===== src/rtl/r22sdf_ctrl.sv =====
`default_nettype none
// ============================================================================
// r22sdf_ctrl : sequencer for an R2^2 SDF FFT pipeline (counter, stage
//               controls, enable, output flags, end-of-stream drain).
//               Optional drain logic is built when FFT_CTRL_FLUSH_EN is defined.
// Revision    : 1.0
// ============================================================================
module r22sdf_ctrl #(
    parameter int N_POINTS   = 16,
    parameter int PIPE_REGS  = 0,
    parameter int FLUSH_WAIT = 4
) (
    input  logic                            clk,
    input  logic                            rst,
    input  logic                            in_valid_i,
    input  logic                            in_sop_i,
    output logic                            in_ready_o,
    output logic                            en_o,
    output logic [$clog2(N_POINTS)/2-1:0]   bf1_ctrl_o,
    output logic [$clog2(N_POINTS)/2-1:0]   bf2_ctrl_o,
    output logic [$clog2(N_POINTS)/2-1:0]   bf2_negj_o,
    output logic                            out_valid_o,
    output logic                            out_sop_o,
    output logic                            out_eop_o,
    output logic                            sop_err_o,
    output logic                            busy_o
);

    localparam int LOG2N   = $clog2(N_POINTS);
    localparam int S       = LOG2N / 2;
    localparam int LATENCY = N_POINTS - 1 + 2 * S * PIPE_REGS;
    localparam int FW      = $clog2(LATENCY + 1);

    localparam logic [FW-1:0]    FILL_MAX = FW'(LATENCY);
    localparam logic [LOG2N-1:0] LAT_MOD  = LOG2N'(LATENCY);
    localparam logic [LOG2N-1:0] CNT_LAST = LOG2N'(N_POINTS - 1);

    if (N_POINTS < 16 || (1 << LOG2N) != N_POINTS || (LOG2N % 2) != 0 ||
        FLUSH_WAIT < 1 || PIPE_REGS < 0) begin : g_bad_cfg
        $error("r22sdf_ctrl: unsupported parameter set");
    end

`ifdef FFT_CTRL_FLUSH_EN
    typedef enum logic [1:0] {ST_IDLE, ST_RUN, ST_FLUSH} state_e;

    localparam int WW = $clog2(FLUSH_WAIT + 1);
    localparam logic [WW-1:0] WAIT_LAST  = WW'(FLUSH_WAIT - 1);
    localparam logic [FW-1:0] DRAIN_LAST = FW'(LATENCY - 1);

    logic [WW-1:0] wait_q, wait_d;
    logic [FW-1:0] drain_q, drain_d;
`else
    typedef enum logic [1:0] {ST_IDLE, ST_RUN} state_e;
`endif

    state_e           state_q, state_d;
    logic [LOG2N-1:0] cnt_q, cnt_d;
    logic [FW-1:0]    fill_q, fill_d;

    logic             w_acc;
    logic             w_en;
    logic             w_sop_err;
    logic [LOG2N-1:0] w_out_idx;

`ifdef FFT_CTRL_FLUSH_EN
    assign in_ready_o = (state_q != ST_FLUSH);
    assign w_en       = w_acc | (state_q == ST_FLUSH);
`else
    assign in_ready_o = 1'b1;
    assign w_en       = w_acc;
`endif

    assign w_acc     = in_valid_i & in_ready_o;
    assign w_sop_err = (state_q == ST_RUN) & w_acc & in_sop_i & (cnt_q != '0);
    assign w_out_idx = cnt_q - LAT_MOD;

    assign en_o        = w_en;
    assign sop_err_o   = w_sop_err;
    assign busy_o      = (state_q != ST_IDLE);
    assign out_valid_o = w_en & (fill_q == FILL_MAX);
    assign out_sop_o   = out_valid_o & (w_out_idx == '0);
    assign out_eop_o   = out_valid_o & (w_out_idx == CNT_LAST);

    // Stage k sees the sample 2*k*PIPE_REGS slots behind stage 0.
    for (genvar k = 0; k < S; k++) begin : g_stage
        logic [LOG2N-1:0] w_c;
        logic [1:0]       w_pair;
        assign w_c            = cnt_q - LOG2N'(2 * k * PIPE_REGS);
        assign w_pair         = 2'(w_c >> (LOG2N - 2 - 2 * k));
        assign bf1_ctrl_o[k]  = w_pair[1];
        assign bf2_ctrl_o[k]  = w_pair[0];
        assign bf2_negj_o[k]  = w_pair[1] & ~w_pair[0];
    end

    always_comb begin
        state_d = state_q;
        cnt_d   = cnt_q;
        fill_d  = fill_q;
`ifdef FFT_CTRL_FLUSH_EN
        wait_d  = wait_q;
        drain_d = drain_q;
`endif
        if (w_en) begin
            // A misaligned sop restarts the frame; fill restarts so stale
            // samples already in the chain are never flagged as real.
            if (w_sop_err) begin
                cnt_d  = LOG2N'(1);
                fill_d = FW'(1);
            end else begin
                cnt_d = cnt_q + LOG2N'(1);
                if (fill_q != FILL_MAX) begin
                    fill_d = fill_q + FW'(1);
                end
            end
        end

        case (state_q)
            ST_IDLE: begin
                if (w_acc) begin
                    state_d = ST_RUN;
                end
            end
            ST_RUN: begin
`ifdef FFT_CTRL_FLUSH_EN
                if (w_acc) begin
                    wait_d = '0;
                end else if (cnt_q == '0) begin
                    if (wait_q == WAIT_LAST) begin
                        state_d = ST_FLUSH;
                        wait_d  = '0;
                        drain_d = '0;
                    end else begin
                        wait_d = wait_q + WW'(1);
                    end
                end
`endif
            end
`ifdef FFT_CTRL_FLUSH_EN
            ST_FLUSH: begin
                drain_d = drain_q + FW'(1);
                if (drain_q == DRAIN_LAST) begin
                    state_d = ST_IDLE;
                    cnt_d   = '0;
                    fill_d  = '0;
                    drain_d = '0;
                end
            end
`endif
            default: state_d = ST_IDLE;
        endcase
    end

    always_ff @(posedge clk) begin
        if (rst) begin
            state_q <= ST_IDLE;
            cnt_q   <= '0;
            fill_q  <= '0;
`ifdef FFT_CTRL_FLUSH_EN
            wait_q  <= '0;
            drain_q <= '0;
`endif
        end else begin
            state_q <= state_d;
            cnt_q   <= cnt_d;
            fill_q  <= fill_d;
`ifdef FFT_CTRL_FLUSH_EN
            wait_q  <= wait_d;
            drain_q <= drain_d;
`endif
        end
    end

endmodule
`default_nettype wire


===== config.mk =====
export PLATFORM = sky130hd
export DESIGN_NAME = r22sdf_ctrl
export DESIGN_NICKNAME = d
export VERILOG_FILES = /design/src/rtl/r22sdf_ctrl.sv
export SDC_FILE = /design/constraint.sdc
export NUM_CORES = 1
export LEC_CHECK = 0
export BUFFER_PORTS_ARGS = -buffer_cell sky130_fd_sc_hd__buf_2
export CORE_AREA = 4 4 41 43
export CTS_CLUSTER_DIAMETER = 120
export DETAILED_ROUTE_END_ITERATION = 8
export DIE_AREA = 0 0 45 47
export PLACE_DENSITY = 0.68
export SLEW_MARGIN = 10
export SYNTH_ARGS = -nofsm -noshare
export SYNTH_HDL_FRONTEND = slang
export SYNTH_SLANG_ARGS = --single-unit

===== constraint.sdc =====
create_clock -name clk -period 2.74 [get_ports clk]
set_clock_uncertainty 0.15 [all_clocks]
set_input_delay 0.548 -clock clk [delete_from_list [all_inputs] [get_ports clk]]
set_output_delay 0.548 -clock clk [all_outputs]
set_load 0.02 [all_outputs]

# [Yosys cells after proc, flatten, opt, wreduce, memory -nomap -nowiden]
# Index checks and enable logic that the tools add are counted.
[totals] ff_bits=10 input_bits=4 out_inout_bits=13 elab_cells=34
[op_classes] addsub=3 n_eq_ne=5 mux=5 bitwise_logic=11 reduce_logical=7
[ops] operator="$mux W4" count=3
[ops] operator="$add A4 B1 Y4 const B" count=2
[ops] operator="$and A1 B1 Y1" count=8
[ops] operator="$eq A4 B4 Y1 const B" count=2
[ops] operator="$logic_not A4 Y1" count=1
[ops] operator="$ne A4 B4 Y1 const B" count=1
[ops] operator="$pmux W2 S2" count=1
[ops] operator="$reduce_and A2 Y1" count=2
[ops] operator="$reduce_bool A2 Y1" count=2
[ops] operator="$reduce_bool A4 Y1" count=1
[ops] operator="$sub A4 B4 Y4 const B" count=1
[ops] operator="$not A1 Y1" count=3
[ops] operator="$eq A2 B1 Y1 const B" count=1
[ops] operator="$logic_not A2 Y1" count=1
[ops] operator="$mux W2" count=1
[ops] operator="$ne A2 B2 Y1 const B" count=1

# [Longest topological paths before layout]
[depth] depth_word=6 ltp_mapped=6 mapped_depth_nobuf=6

# [Least setup slack after synthesis]
# Ideal clock, no wire load.
[synth_timing] kind="reg2out" start="reg cnt_q[1]" end="out out_sop_o" arrival_time_ns=1.561 setup_slack_ns=0.481 stages_incl_launch_ff=4 n_path_buf=0 cell_sequence="dfxtp_1 -> ha_1 -> xor2_1 -> nor4_1"
[synth_between] elab_chain_len=3
[synth_rtl] element="from (decl)" line="57" source="logic [LOG2N-1:0] cnt_q, cnt_d;"
[synth_rtl] element="from (signal assigned)" line="164" source="cnt_q <= cnt_d;"
[synth_rtl] element="$sub A4 B4 Y4" line="75" source="assign w_out_idx = cnt_q - LAT_MOD;"
[synth_rtl] element="$logic_not A4 Y1" line="81" source="assign out_sop_o = out_valid_o & (w_out_idx == '0);"
[synth_rtl] element="$and A1 B1 Y1" line="81"
[synth_rtl] element="to (decl)" line="23" source="output logic out_sop_o,"
# Every way passes these cells.

# [Final worst setup path]
[layout_timing] start="reg cnt_q[0]" end="out sop_err_o"
[layout_between] elab_chain_len=2
[layout_rtl] element="$reduce_bool A4 Y1" line="74" source="assign w_sop_err = (state_q == ST_RUN) & w_acc & in_sop_i & (cnt_q != '0);"
[layout_rtl] element="$and A1 B1 Y1" line="74"
[layout_rtl] element="to (decl)" line="25" source="output logic sop_err_o,"
# Every way passes these cells.

==> impl_metrics.py <==
metrics = {
    "outcome": {
        "status": "finished, final reports clean",
    },
    "yosys": {
        "syn-num-nets": 75,
        "synthCells": 65,
        "yosysWarnings": 0,
        "syn-mean-instance-area_sq_um": 8.82,
        "netlist-cell-type-count": 34,
        "ys_seq_elements": 9,
        "yosysSeqAreaShare": 0.314,
        "synth.cell_area_sq_um": 573,
    },
    "pwr": {
        "power_density_nw_per_um2": 442,
        "p_leak_nw": 0.330,
        "peakVddDrop_uv": 243,
    },
    "floorplan": {
        "die_x_um": 45,
        "die_h_um": 47,
        "coreArea_sq_um": 1300,
        "start_util": 0.440,
        "num_rows": 13,
        "io_pins": 17,
        "fp.dieArea_sq_um": 2120,
    },
    "setup_path": {
        "cpLargestDelayFamily": "simple AND/OR/NAND/NOR gates",
        "crit_type": "reg -> out",
        "crit_required_ps": 2040,
        "crit_slowest_cell": "or3b_4",
        "critPathMaxFanout": 7,
        "cp_cell_sequence": "inv_1 -> ha_1 -> or3b_4 -> nand3_4 -> inv_2 -> buf_2",
        "cp_num_buf_inv": 3,
        "start_kind": "register",
        "worst_ep_arrival_time_ps": 1610,
        "end_kind": "primary output",
        "cpPeakStageDelay_ps": 390,
    },
    "layout": {
        "multi_input_area_sq_um": 350,
        "regArea_sq_um": 180,
        "final_cell_mix": "buf_2 (15), dfxtp_1 (9), a21oi_1 (6), ha_1 (6)",
        "num_antenna_cells": 0,
        "nets": 91,
        "synthToLayoutAreaGrowth_pct": 16.8,
        "drive_gt1_frac": 0.325,
        "fill_cells": 137,
        "final_common_cell": "buf_2",
    },
    "clocking": {
        "root_buffer": "clkbuf_4",
        "cts_tree": "yes",
        "clk_pin_slew_ps": 60,
        "cts_made_buffers": 3,
        "post-cts-setup-buffers": 0,
        "cts_hold_buffers": 0,
        "cts_buffer_depth": 2,
        "cts_num_sinks": 9,
        "clk_latency_ps": 260,
        "htreeDepth": 1,
        "ctsResizeCount": 0,
    },
    "min_path": {
        "worstHoldPathType": "reg -> reg",
    },
    "sta": {
        "setup_violations": 0,
        "holdWs_ps": 347,
        "fmax_ghz": 0.434,
        "rsz0062_at_grt": "no",
        "final.min_clock_period_ps": 2300,
        "post-route-period-util": 0.841,
        "drv_slew": 0,
        "hold_viol": 0,
        "finalSetupTns_ps": 0,
    },
    "place": {
        "dp_hpwl_um": 824,
        "io_buffers": 15,
        "place.gp.congestion": 0.742,
    },
    "routing": {
        "drt_iter0_drc": 6,
        "drtPass1Iterations": 4,
        "vias": 492,
        "post_drt_wl_per_cell_um": 11.3,
        "avgViaCountPerCell": 5.18,
        "drcViolationCount": 0,
        "wl_um": 1070,
        "ant_nets": 0,
    },
    "flow_run": {
        "cap_violations": 0,
    },
    "global_routing": {
        "grt_first_pass_wirelength_um": 1790,
        "grt_max_degree": 18,
        "grt_pass1_vias": 404,
        "overflow": 0,
        "antenna_found_initial": 0,
        "grt.total_usage": 0.120,
    },
}
cell usage after synthesis (all sizes together):
cell type	n	area, sq um
and4	1	8.76
xor2	2	17.5
or2b	1	7.51
buf	4	23.8
a31oi	1	6.26
nand3	5	37.5
ha	6	75.1
nand3b	1	7.51
nor2	2	7.51
or3b	1	11.3
conb	1	3.75
nor3	1	5.00
nand4	1	6.26
nand2b	1	6.26
xnor2	1	8.76
a211oi	2	25.0
a21oi	6	30.0
and2b	1	8.76
o21ai	2	10.0
nand4b	1	8.76
inv	5	18.8
nand2	5	21.3
dfxtp	9	180
and3	1	6.26
and2	1	7.51
o21bai	1	7.51
mux2i	1	10.0
nor4	1	6.26
worst register-to-register path, stage by stage, from the launching register on:
cell	delay, ps
dfxtp_1	370
inv_1	130
ha_1	140
or3b_4	390
nand3_4	130
nand2_2	60
a211oi_2	200
final cells by class:
type | count | share of cell area
Sequential cell | 9 | 0.269
Inverter | 5 | 0.0280
Timing Repair Buffer | 15 | 0.112
Tap cell | 15 | 0.0280
Multi-Input combinational cell | 47 | 0.523
Clock buffer | 4 | 0.0393
per-stage QoR:
| step | util | worst slack, ps | instances | power (mW) | instance area, sq um |
|---|---|---|---|---|---|
| floorplan | - | 481 | 65 | 0.187 | 573 |
| global route | 0.514 | 350 | 95 | 0.312 | 669 |
| global placement | 0.494 | 601 | 91 | 0.197 | 643 |
| finish | 0.514 | 437 | 95 | 0.296 | 669 |
| CTS | 0.514 | 417 | 95 | 0.304 | 669 |
| detailed placement | 0.494 | 564 | 91 | 0.199 | 643 |
logic make-up after synthesis:
| logic type | share of synthesized area |
|---|---|
| buffers and inverters | 0.0742 |
| adder cells (fa/ha/maj) | 0.131 |
| multiplexers | 0.0175 |
| other | 0.00654 |
| AO/OA/AOI/OAI | 0.138 |
| flip-flops | 0.314 |
| XOR/XNOR | 0.0459 |
| AND/OR/NAND/NOR | 0.273 |
flip-flops by register name (all words and copies together), names as in the netlist:
register / cells
cnt_q: 4
fill_q: 4
state_q: 1
final timing paths:
| path | startpoint | to | slack, ps | depth (start not counted) |
|---|---|---|---|---|
| worst min-delay path | state_q[0]$_SDFFE_PP0P_ | state_q[0]$_SDFFE_PP0P_ | 350 | 2 |
| worst max register to register | cnt_q[0]$_SDFFE_PP0P_ | fill_q[3]$_SDFFE_PP0P_ | 1100 | 6 |
| worst max-delay path | cnt_q[0]$_SDFFE_PP0P_ | sop_err_o | 440 | 6 |
| worst min register to register | state_q[0]$_SDFFE_PP0P_ | state_q[0]$_SDFFE_PP0P_ | 350 | 2 |
report_power, final:
part / leakage [nW] / switching [mW] / internal (mW) / total, mW
clock network: 0.0150 / 0.0451 / 0.0560 / 0.101
registers: 0.0737 / 0.00809 / 0.138 / 0.146
logic: 0.241 / 0.0294 / 0.0194 / 0.0489
layer usage:
layer,track usage,wire length [um],share of wire,vias to the layer above
met2,0.178,512,0.48,15
met5,0,0,0,-
met4,0.0877,5,0.0047,0
met3,0.0230,82,0.076,2
li1,-,-,-,250
met1,0.154,472,0.44,225
Power figures use the tool's default switching activity.
